--- src/rtl/lc3_dump_pkg.sv ---
// Shared types and constants for the LC-3 state dump frame generator.
package lc3_dump_pkg;

    typedef enum logic [2:0] {
        IDLE,
        HDR,
        SNAP,
        RADDR,
        RSEND,
        MADDR,
        MSEND
    } dump_state_e;

    localparam int unsigned SNAP_WORDS     = 3;
    localparam int unsigned NUM_REGS       = 8;
    localparam logic [15:0] DEFAULT_HEADER = 16'hD00D;

    // Words in every frame before the memory section: header, snapshot, registers.
    localparam int unsigned FIXED_WORDS = 1 + SNAP_WORDS + NUM_REGS;

    function automatic logic [15:0] snap_word(input logic [1:0]  idx,
                                              input logic [15:0] pc,
                                              input logic [15:0] ir,
                                              input logic [2:0]  nzp);
        logic [15:0] w;
        case (idx)
            2'd0:    w = pc;
            2'd1:    w = ir;
            default: w = {13'b0, nzp};
        endcase
        return w;
    endfunction

endpackage

--- src/rtl/lc3_state_dump.sv ---
// Snapshots LC-3 PC/IR/NZP, walks the register file and a memory window,
// and emits the result as a framed valid/ready 16-bit word stream.
module lc3_state_dump
    import lc3_dump_pkg::*;
#(
    parameter logic [15:0] HEADER   = DEFAULT_HEADER,
    parameter int unsigned READ_LAT = 1
) (
    input  logic        clk,
    input  logic        reset,
    input  logic        start,
    input  logic [15:0] mem_base,
    input  logic [15:0] mem_count,
    input  logic [15:0] PC,
    input  logic [15:0] IR,
    input  logic        N,
    input  logic        Z,
    input  logic        P,
    output logic [2:0]  SR_r,
    input  logic [15:0] Out_r,
    output logic [15:0] address_in_direct,
    input  logic [15:0] mem_out_direct,
    output logic [15:0] dout_data,
    output logic        dout_valid,
    output logic        dout_last,
    input  logic        dout_ready,
    output logic        busy,
    output logic        done
);

    localparam int unsigned      LAT_W     = (READ_LAT > 1) ? $clog2(READ_LAT) : 1;
    localparam logic [LAT_W-1:0] LAT_LAST  = LAT_W'(READ_LAT - 1);
    localparam logic [2:0]       REG_LAST  = 3'(NUM_REGS - 1);
    localparam logic [1:0]       SNAP_LAST = 2'(SNAP_WORDS - 1);

    dump_state_e      state_q;
    logic [15:0]      dout_data_q;
    logic             dout_valid_q;
    logic             dout_last_q;
    logic             busy_q;
    logic             done_q;
    logic [2:0]       sr_q;
    logic [15:0]      addr_q;
    logic [15:0]      pc_q;
    logic [15:0]      ir_q;
    logic [2:0]       nzp_q;
    logic [15:0]      mem_base_q;
    logic [1:0]       snap_idx_q;
    logic [LAT_W-1:0] lat_q;
    logic [16:0]      words_left_q;
    logic [16:0]      words_left_d;
    logic             xfer;
    logic             final_xfer;
    logic             lat_done;

    assign xfer         = dout_valid_q & dout_ready;
    assign final_xfer   = xfer && (words_left_q == 17'd1);
    assign lat_done     = (lat_q == LAT_LAST);
    assign words_left_d = xfer ? (words_left_q - 17'd1) : words_left_q;

    always_ff @(posedge clk) begin
        if (reset) begin
            state_q      <= IDLE;
            dout_data_q  <= '0;
            dout_valid_q <= 1'b0;
            dout_last_q  <= 1'b0;
            busy_q       <= 1'b0;
            done_q       <= 1'b0;
            sr_q         <= '0;
            addr_q       <= '0;
            pc_q         <= '0;
            ir_q         <= '0;
            nzp_q        <= '0;
            mem_base_q   <= '0;
            snap_idx_q   <= '0;
            lat_q        <= '0;
            words_left_q <= '0;
        end else begin
            done_q       <= 1'b0;
            words_left_q <= words_left_d;
            unique case (state_q)
                IDLE: begin
                    if (start) begin
                        pc_q         <= PC;
                        ir_q         <= IR;
                        nzp_q        <= {N, Z, P};
                        mem_base_q   <= mem_base;
                        words_left_q <= 17'(FIXED_WORDS) + {1'b0, mem_count};
                        dout_data_q  <= HEADER;
                        dout_valid_q <= 1'b1;
                        dout_last_q  <= 1'b0;
                        busy_q       <= 1'b1;
                        state_q      <= HDR;
                    end
                end
                HDR: begin
                    if (xfer) begin
                        snap_idx_q  <= '0;
                        dout_data_q <= snap_word(2'd0, pc_q, ir_q, nzp_q);
                        state_q     <= SNAP;
                    end
                end
                SNAP: begin
                    if (xfer) begin
                        if (snap_idx_q == SNAP_LAST) begin
                            sr_q         <= '0;
                            lat_q        <= '0;
                            dout_valid_q <= 1'b0;
                            state_q      <= RADDR;
                        end else begin
                            snap_idx_q  <= snap_idx_q + 2'd1;
                            dout_data_q <= snap_word(snap_idx_q + 2'd1, pc_q, ir_q, nzp_q);
                        end
                    end
                end
                // Read address is held stable for READ_LAT cycles before capture.
                RADDR, MADDR: begin
                    if (lat_done) begin
                        dout_data_q  <= (state_q == RADDR) ? Out_r : mem_out_direct;
                        dout_valid_q <= 1'b1;
                        dout_last_q  <= (words_left_q == 17'd1);
                        state_q      <= (state_q == RADDR) ? RSEND : MSEND;
                    end else begin
                        lat_q <= lat_q + 1'b1;
                    end
                end
                RSEND, MSEND: begin
                    if (final_xfer) begin
                        dout_valid_q <= 1'b0;
                        dout_last_q  <= 1'b0;
                        busy_q       <= 1'b0;
                        done_q       <= 1'b1;
                        state_q      <= IDLE;
                    end else if (xfer) begin
                        dout_valid_q <= 1'b0;
                        lat_q        <= '0;
                        if (state_q == MSEND) begin
                            addr_q  <= addr_q + 16'd1;
                            state_q <= MADDR;
                        end else if (sr_q == REG_LAST) begin
                            addr_q  <= mem_base_q;
                            state_q <= MADDR;
                        end else begin
                            sr_q    <= sr_q + 3'd1;
                            state_q <= RADDR;
                        end
                    end
                end
                default: state_q <= IDLE;
            endcase
        end
    end

    assign SR_r              = sr_q;
    assign address_in_direct = addr_q;
    assign dout_data         = dout_data_q;
    assign dout_valid        = dout_valid_q;
    assign dout_last         = dout_last_q;
    assign busy              = busy_q;
    assign done              = done_q;

endmodule

--- config.mk ---
export PLATFORM = sky130hd
export DESIGN_NAME = lc3_state_dump
export DESIGN_NICKNAME = d
export VERILOG_FILES = /design/src/rtl/lc3_dump_pkg.sv /design/src/rtl/lc3_state_dump.sv
export SDC_FILE = /design/constraint.sdc
export NUM_CORES = 1
export LEC_CHECK = 0
export CAP_MARGIN = 10
export CORE_UTILIZATION = 51
export CTS_BUF_LIST = sky130_fd_sc_hd__clkbuf_8
export CTS_CLUSTER_DIAMETER = 80
export DETAILED_ROUTE_END_ITERATION = 6
export PLACE_DENSITY = 0.9
export SLEW_MARGIN = 20
export SYNTH_ARGS = -nofsm -noshare
export SYNTH_HDL_FRONTEND = slang
export SYNTH_SLANG_ARGS = --single-unit
--- constraint.sdc ---
create_clock -name clk -period 2.5 [get_ports clk]
set_clock_uncertainty 0.2 [all_clocks]
set_input_delay 0.625 -clock clk [delete_from_list [all_inputs] [get_ports clk]]
set_output_delay 0.625 -clock clk [all_outputs]
set_load 0.02 [all_outputs]
==> reports/summary.txt, run 1 <==
Fmax achieved: 0.415 GHz
final hold vios: 0
global-route met2 utilization: 51.8%
Overflow after GRT: 0
critical-path maximum fanout: 24
status: complete, but fails checks
Final nets: 965
Sinks on Clock Net: 112
most frequent cells in the layout: 152 x nand2_1, 140 x clkdlybuf4s50_1, 112 x dfxtp_1
syn avg cell area: 7.87 um2
peak supply drop: 0.328 mV
Worst Hold Slack: 0.258 ns
CTS buffer count: 9
vias in the first global route: 5765
register area: 0.00224 mm2
worst skew pair latency: 0.38 ns
Post-DRT Antenna Nets: 0
number of max-cap violations: 0
Seq/Total Area, Yosys: 40.0%
TNS Setup: 0 ns
Chip Width: 107 um
worst min path class: flip-flop to flip-flop
Final GP Congestion: 0.896
DRT iter0 DRCs: 647
Yosys top cell area share: 40.0%
fin crit period: 2.41 ns
clock power share: 25.2%
Setup Buffers After CTS: 0
commonest non-fill, non-tap cell in the layout: nand2_1
final worst slack: 0.0920 ns
Distinct cells, synth: 61
Worst-Margin Slew: 0.759 ns
fin cells: 994
CTS tree: built
total power: 4.08 mW
Worst Path Arrival: 2.51 ns
largest net degree at the start of global routing: 49
met3 usage: 4.62%
Leak Pwr: 2.69 nW
initial antenna violation count: 0
failing checks: design-rule violations
CP Capture Type: flip-flop
Tot GR Track Use: 29.2%
synth warn: 0
sw frac: 31.4%
first-pass GRT wire length: 26700 um
RSZ-0062 raised after global routing: no
share of cells above drive strength 1: 9.32%
Area contributors post-synth: dfxtp_1 40%, nand2_1 10%, a21oi_1 6.9%, nor2_1 3.0%, xnor2_1 2.8%
fraction of registers with async set/reset: 0%
EDFF count, synth: 0
placed cell count: 978
Root Buffer Master: clkbuf_8
final setup vio count: 0
final period utilization: 96.3%
Mapped Cells: 713
Starting Density: 53.4%
Most Used Layer, Global Route: met2
Die ar.: 0.0114 mm2
fin. max-slew vios: 0
row count: 37
total routed wirelength: 16700 um
H-Tree Depth: 3
syn nets: 825
Vias/cell: 6.03
Yosys top cell by area: dfxtp_1
Logic pwr share: 25.2%
Detailed Place HPWL: 12000 um
Power per Cell Area: 541 mW/mm2
met1 usage: 34.2%
DRC: 3
Core Region: 0.0105 mm2
Pre-antenna DRT Iters: 7
die height: 107 um
area of the multi-input gates: 0.00313 mm2
PortBufs: 141
CP required: 2.60 ns
CTS max path bufs: 2
sequential power share: 49.6%
Startpoint Class: flip-flop
Top-Level Pins: 142
Top FF cell, synth: dfxtp_1
Worst slew margin: 49.2%
switching power: 1.28 mW
final-layout fill cell count: 785
# diodes: 0
P_int: 2.80 mW
Reg clk slew, reported paths: 0.11 ns
Layout area overhead: 34.4%
total number of vias: 5989
area of the mapped netlist: 0.00561 mm2
Post-Place Setup Slack: -0.312 ns
Avg WL per Cell: 16.8 um
post-synthesis register bit count: 112
Setup Crit Path Kind: flip-flop to flip-flop
[power by group through the flow]
stage	logic [mW]	clock network [mW]	registers (mW)
finish	1.03	1.03	2.02
global route	1.11	1.10	2.04
CTS	1.00	1.02	2.02
detailed placement	0.993	0	2.06
global placement	0.960	0	2.05
floorplan	0.544	0	2.05
[final cells by class]
class	count	area share [%]
clock buffers	10	1.83
clock inverters	6	0.614
inverters	10	0.498
multi-input cells	536	41.5
flip-flops and latches	112	29.7
well taps	136	2.26
repair buffers	184	23.6
[state kept, by name (all words and copies together) (netlist names)]
signal             flops
busy                   1
address_in_direct     16
snap_idx_q             2
state_q                3
dout_valid             1
mem_base_q            16
dout_last              1
ir_q                  16
dout_data             16
nzp_q                  3
words_left_q          17
done                   1
SR_r                   3
pc_q                  16
[worst paths after layout]
check,from,end,slack (ns),cells past startpoint
max reg2reg,words_left_q[12],address_in_direct[6],0.09,6
min,mem_base_q[6],mem_base_q[6],0.26,2
min reg2reg,mem_base_q[6],mem_base_q[6],0.26,2
max,words_left_q[12],address_in_direct[6],0.09,6
[what timing repair did]
action,in CTS,in global routing
hold buffers,0,0
setup endpoints to repair,0,5
resized for setup,0,4
[through the flow]
stage                     cell area, um2  utilization [%]
after CTS                           7520             71.5
after global placement              7330             69.8
after floorplan                     5610                -
final                               7540             71.7
after global routing                7540             71.7
after detailed placement            7330             69.8
[cell usage after synthesis (4+ instances only)]
cell type	n
a211oi_1	18
a21oi_1	77
a21oi_2	4
a222oi_1	13
a22o_1	15
a22oi_1	4
a31oi_1	9
and2_1	5
and3_1	5
buf_1	10
clkbuf_1	41
dfxtp_1	112
ha_1	9
inv_1	9
nand2_1	153
nand3_1	11
nand4_1	6
nor2_1	45
nor2b_1	8
nor3_1	23
o21ai_0	20
o22ai_1	6
o2bb2ai_1	10
o32ai_1	8
or2_2	5
or3_1	6
xnor2_1	18
xor2_1	8
[cells by family after synthesis]
family,share of synthesized area (%)
buffers and inverters,4.77
flip-flops,40.0
AND/OR/NAND/NOR,23.3
XOR/XNOR,4.06
multiplexers,0.178
AO/OA/AOI/OAI,25.7
adder cells (fa/ha/maj),2.01
[worst max-delay path, stage by stage (launching register included)]
cell and delay [ns]:
dfxtp_1 0.34, or3_1 0.39, or4_1 0.57, o31ai_4 0.28
buf_12 0.21, o21ai_0 0.15, a21oi_1 0.20
[per-layer routing]
metal | up-vias | wire [um]
met4 | 0 | 469
met1 | 2823 | 6530
met2 | 294 | 8450
met3 | 41 | 1280
met5 | - | 0
li1 | 2831 | -
No activity file was read; power rests on OpenSTA's default activity.
==> run 2, diff against run 1 <==
--- a/config.mk
+++ b/config.mk
@@ -6,6 +6,7 @@
 export NUM_CORES = 1
 export LEC_CHECK = 0
 export CAP_MARGIN = 10
+export CORE_ASPECT_RATIO = 1.1
 export CORE_UTILIZATION = 51
 export CTS_BUF_LIST = sky130_fd_sc_hd__clkbuf_8
 export CTS_CLUSTER_DIAMETER = 80
==> run 2 against run 1 <==
The run now ends clean; first-iteration DRC count fell by 9.6%; worst hold slack improved by 0.0051 ns; setup slack improved by 0.00055 ns; global-route usage rose by 0.72 points; sequential share of layout area fell by 0.11 points; fmax barely moved; die area barely moved; largest power group unchanged.
==> reports/summary.txt, run 2 (synthesis results as in run 1) <==
status: complete, no violations
TNS Setup: 0 ns
critical-path maximum fanout: 9
CP Cell Sequence: clkdlybuf4s50_1
CTS buffer count: 9
final period utilization: 96.3%
Critical Path Slowest Stage Cell: clkdlybuf4s50_1
CTS max path bufs: 2
cts hold-fix bufs: 0
Worst Path Arrival: 1.58 ns
Worst slew margin: 49.5%
Root Buffer Master: clkbuf_8
Chip Width: 102 um
largest net degree at the start of global routing: 56
total routed wirelength: 16700 um
peak supply drop: 0.285 mV
first-pass GRT wire length: 27200 um
Layout area overhead: 34.9%
Startpoint Class: flip-flop
row count: 39
Final nets: 966
final worst slack: 0.0926 ns
Overflow after GRT: 0
final setup vio count: 0
Sinks on Clock Net: 112
Worst-Margin Slew: 0.755 ns
Leak Pwr: 2.70 nW
Setup Crit Path Kind: flip-flop to output pin
PortBufs: 141
worst skew pair latency: 0.39 ns
Largest stage delay, worst path: 0.67 ns
vias in the first global route: 5905
DRT iter0 DRCs: 585
final hold vios: 0
fin crit period: 2.41 ns
CTS tree: built
Fmax achieved: 0.415 GHz
Detailed Place HPWL: 12200 um
DRC: 0
Power per Cell Area: 562 mW/mm2
fin. max-slew vios: 0
# diodes: 0
Reg clk slew, reported paths: 0.10 ns
Avg WL per Cell: 16.7 um
Core Region: 0.0105 mm2
commonest non-fill, non-tap cell in the layout: nand2_1
Post-DRT Antenna Nets: 0
max reg flops: 17
share of cells above drive strength 1: 9.43%
Die ar.: 0.0114 mm2
Post-Place Cell Area: 0.00732 mm2
total number of vias: 5951
Tot GR Track Use: 29.9%
Biggest register: words_left_q
Crit path max-delay family: buffers and inverters
Crit path buffers/inverters: 1
Top-Level Pins: 142
CP required: 1.67 ns
Design Area, Final: 0.00757 mm2
total power: 4.25 mW
most frequent cells in the layout: 152 x nand2_1, 139 x clkdlybuf4s50_1, 112 x dfxtp_1
CP Capture Type: output pin
Pre-antenna DRT Iters: 6
Starting Density: 53.2%
initial antenna violation count: 0
RSZ-0062 raised after global routing: no
Final GP Congestion: 0.858
worst min path class: flip-flop to flip-flop
die height: 112 um
number of max-cap violations: 0
Worst Hold Slack: 0.263 ns
R2R setup slack: 0.12 ns
Post-Place Setup Slack: -0.310 ns
Vias/cell: 5.94
H-Tree Depth: 3
## run 2: per-stage QoR
step | instances | utilization [%]
6_report | 1002 | 71.8
3_5_place_dp | 985 | 69.4
2_1_floorplan | 713 | -
4_1_cts | 1001 | 71.6
3_3_place_gp | 985 | 69.4
5_1_grt | 1002 | 71.8
## run 2: tightest hold or removal path, cell delays in order (launching register included)
cell,delay [ns]
dfxtp_1,0.32
nand2_1,0.05
a21oi_1,0.05
## run 2: final cells by class
class / instances / area [um2]
clock buffers: 9 / 124
clock inverters: 7 / 103
fillers: 810 / 2970
inverters: 10 / 37.5
multi-input cells: 536 / 3110
flip-flops and latches: 112 / 2240
well taps: 143 / 179
repair buffers: 185 / 1770
## run 2: worst paths after layout
| check | from | endpoint | cells past startpoint |
|---|---|---|---|
| hold / removal | mem_base_q[6] | mem_base_q[6] | 2 |
| hold reg to reg | mem_base_q[6] | mem_base_q[6] | 2 |
| setup / recovery | address_in_direct[10] | address_in_direct[10] | 1 |
| setup reg to reg | words_left_q[3] | address_in_direct[2] | 6 |
## run 2: repair_timing
action                                  4_1_cts  5_1_grt
setup buffers                                 0        1
gates resized for setup                       0        4
hold endpoints to repair                      0        0
endpoints found under the setup margin        0        7
## run 2: layer usage
layer / GRT usage [%] / routed length [um]
met1: 36.4 / 6590
met5: 0 / 0
met4: 14.8 / 615
met2: 50.6 / 8320
met3: 4.65 / 1150
## run 2: power by group
part / switching (mW) / internal (mW)
Clock: 0.638 / 0.574
Combinational: 0.535 / 0.479
Sequential: 0.106 / 1.92
Total: 1.28 / 2.97
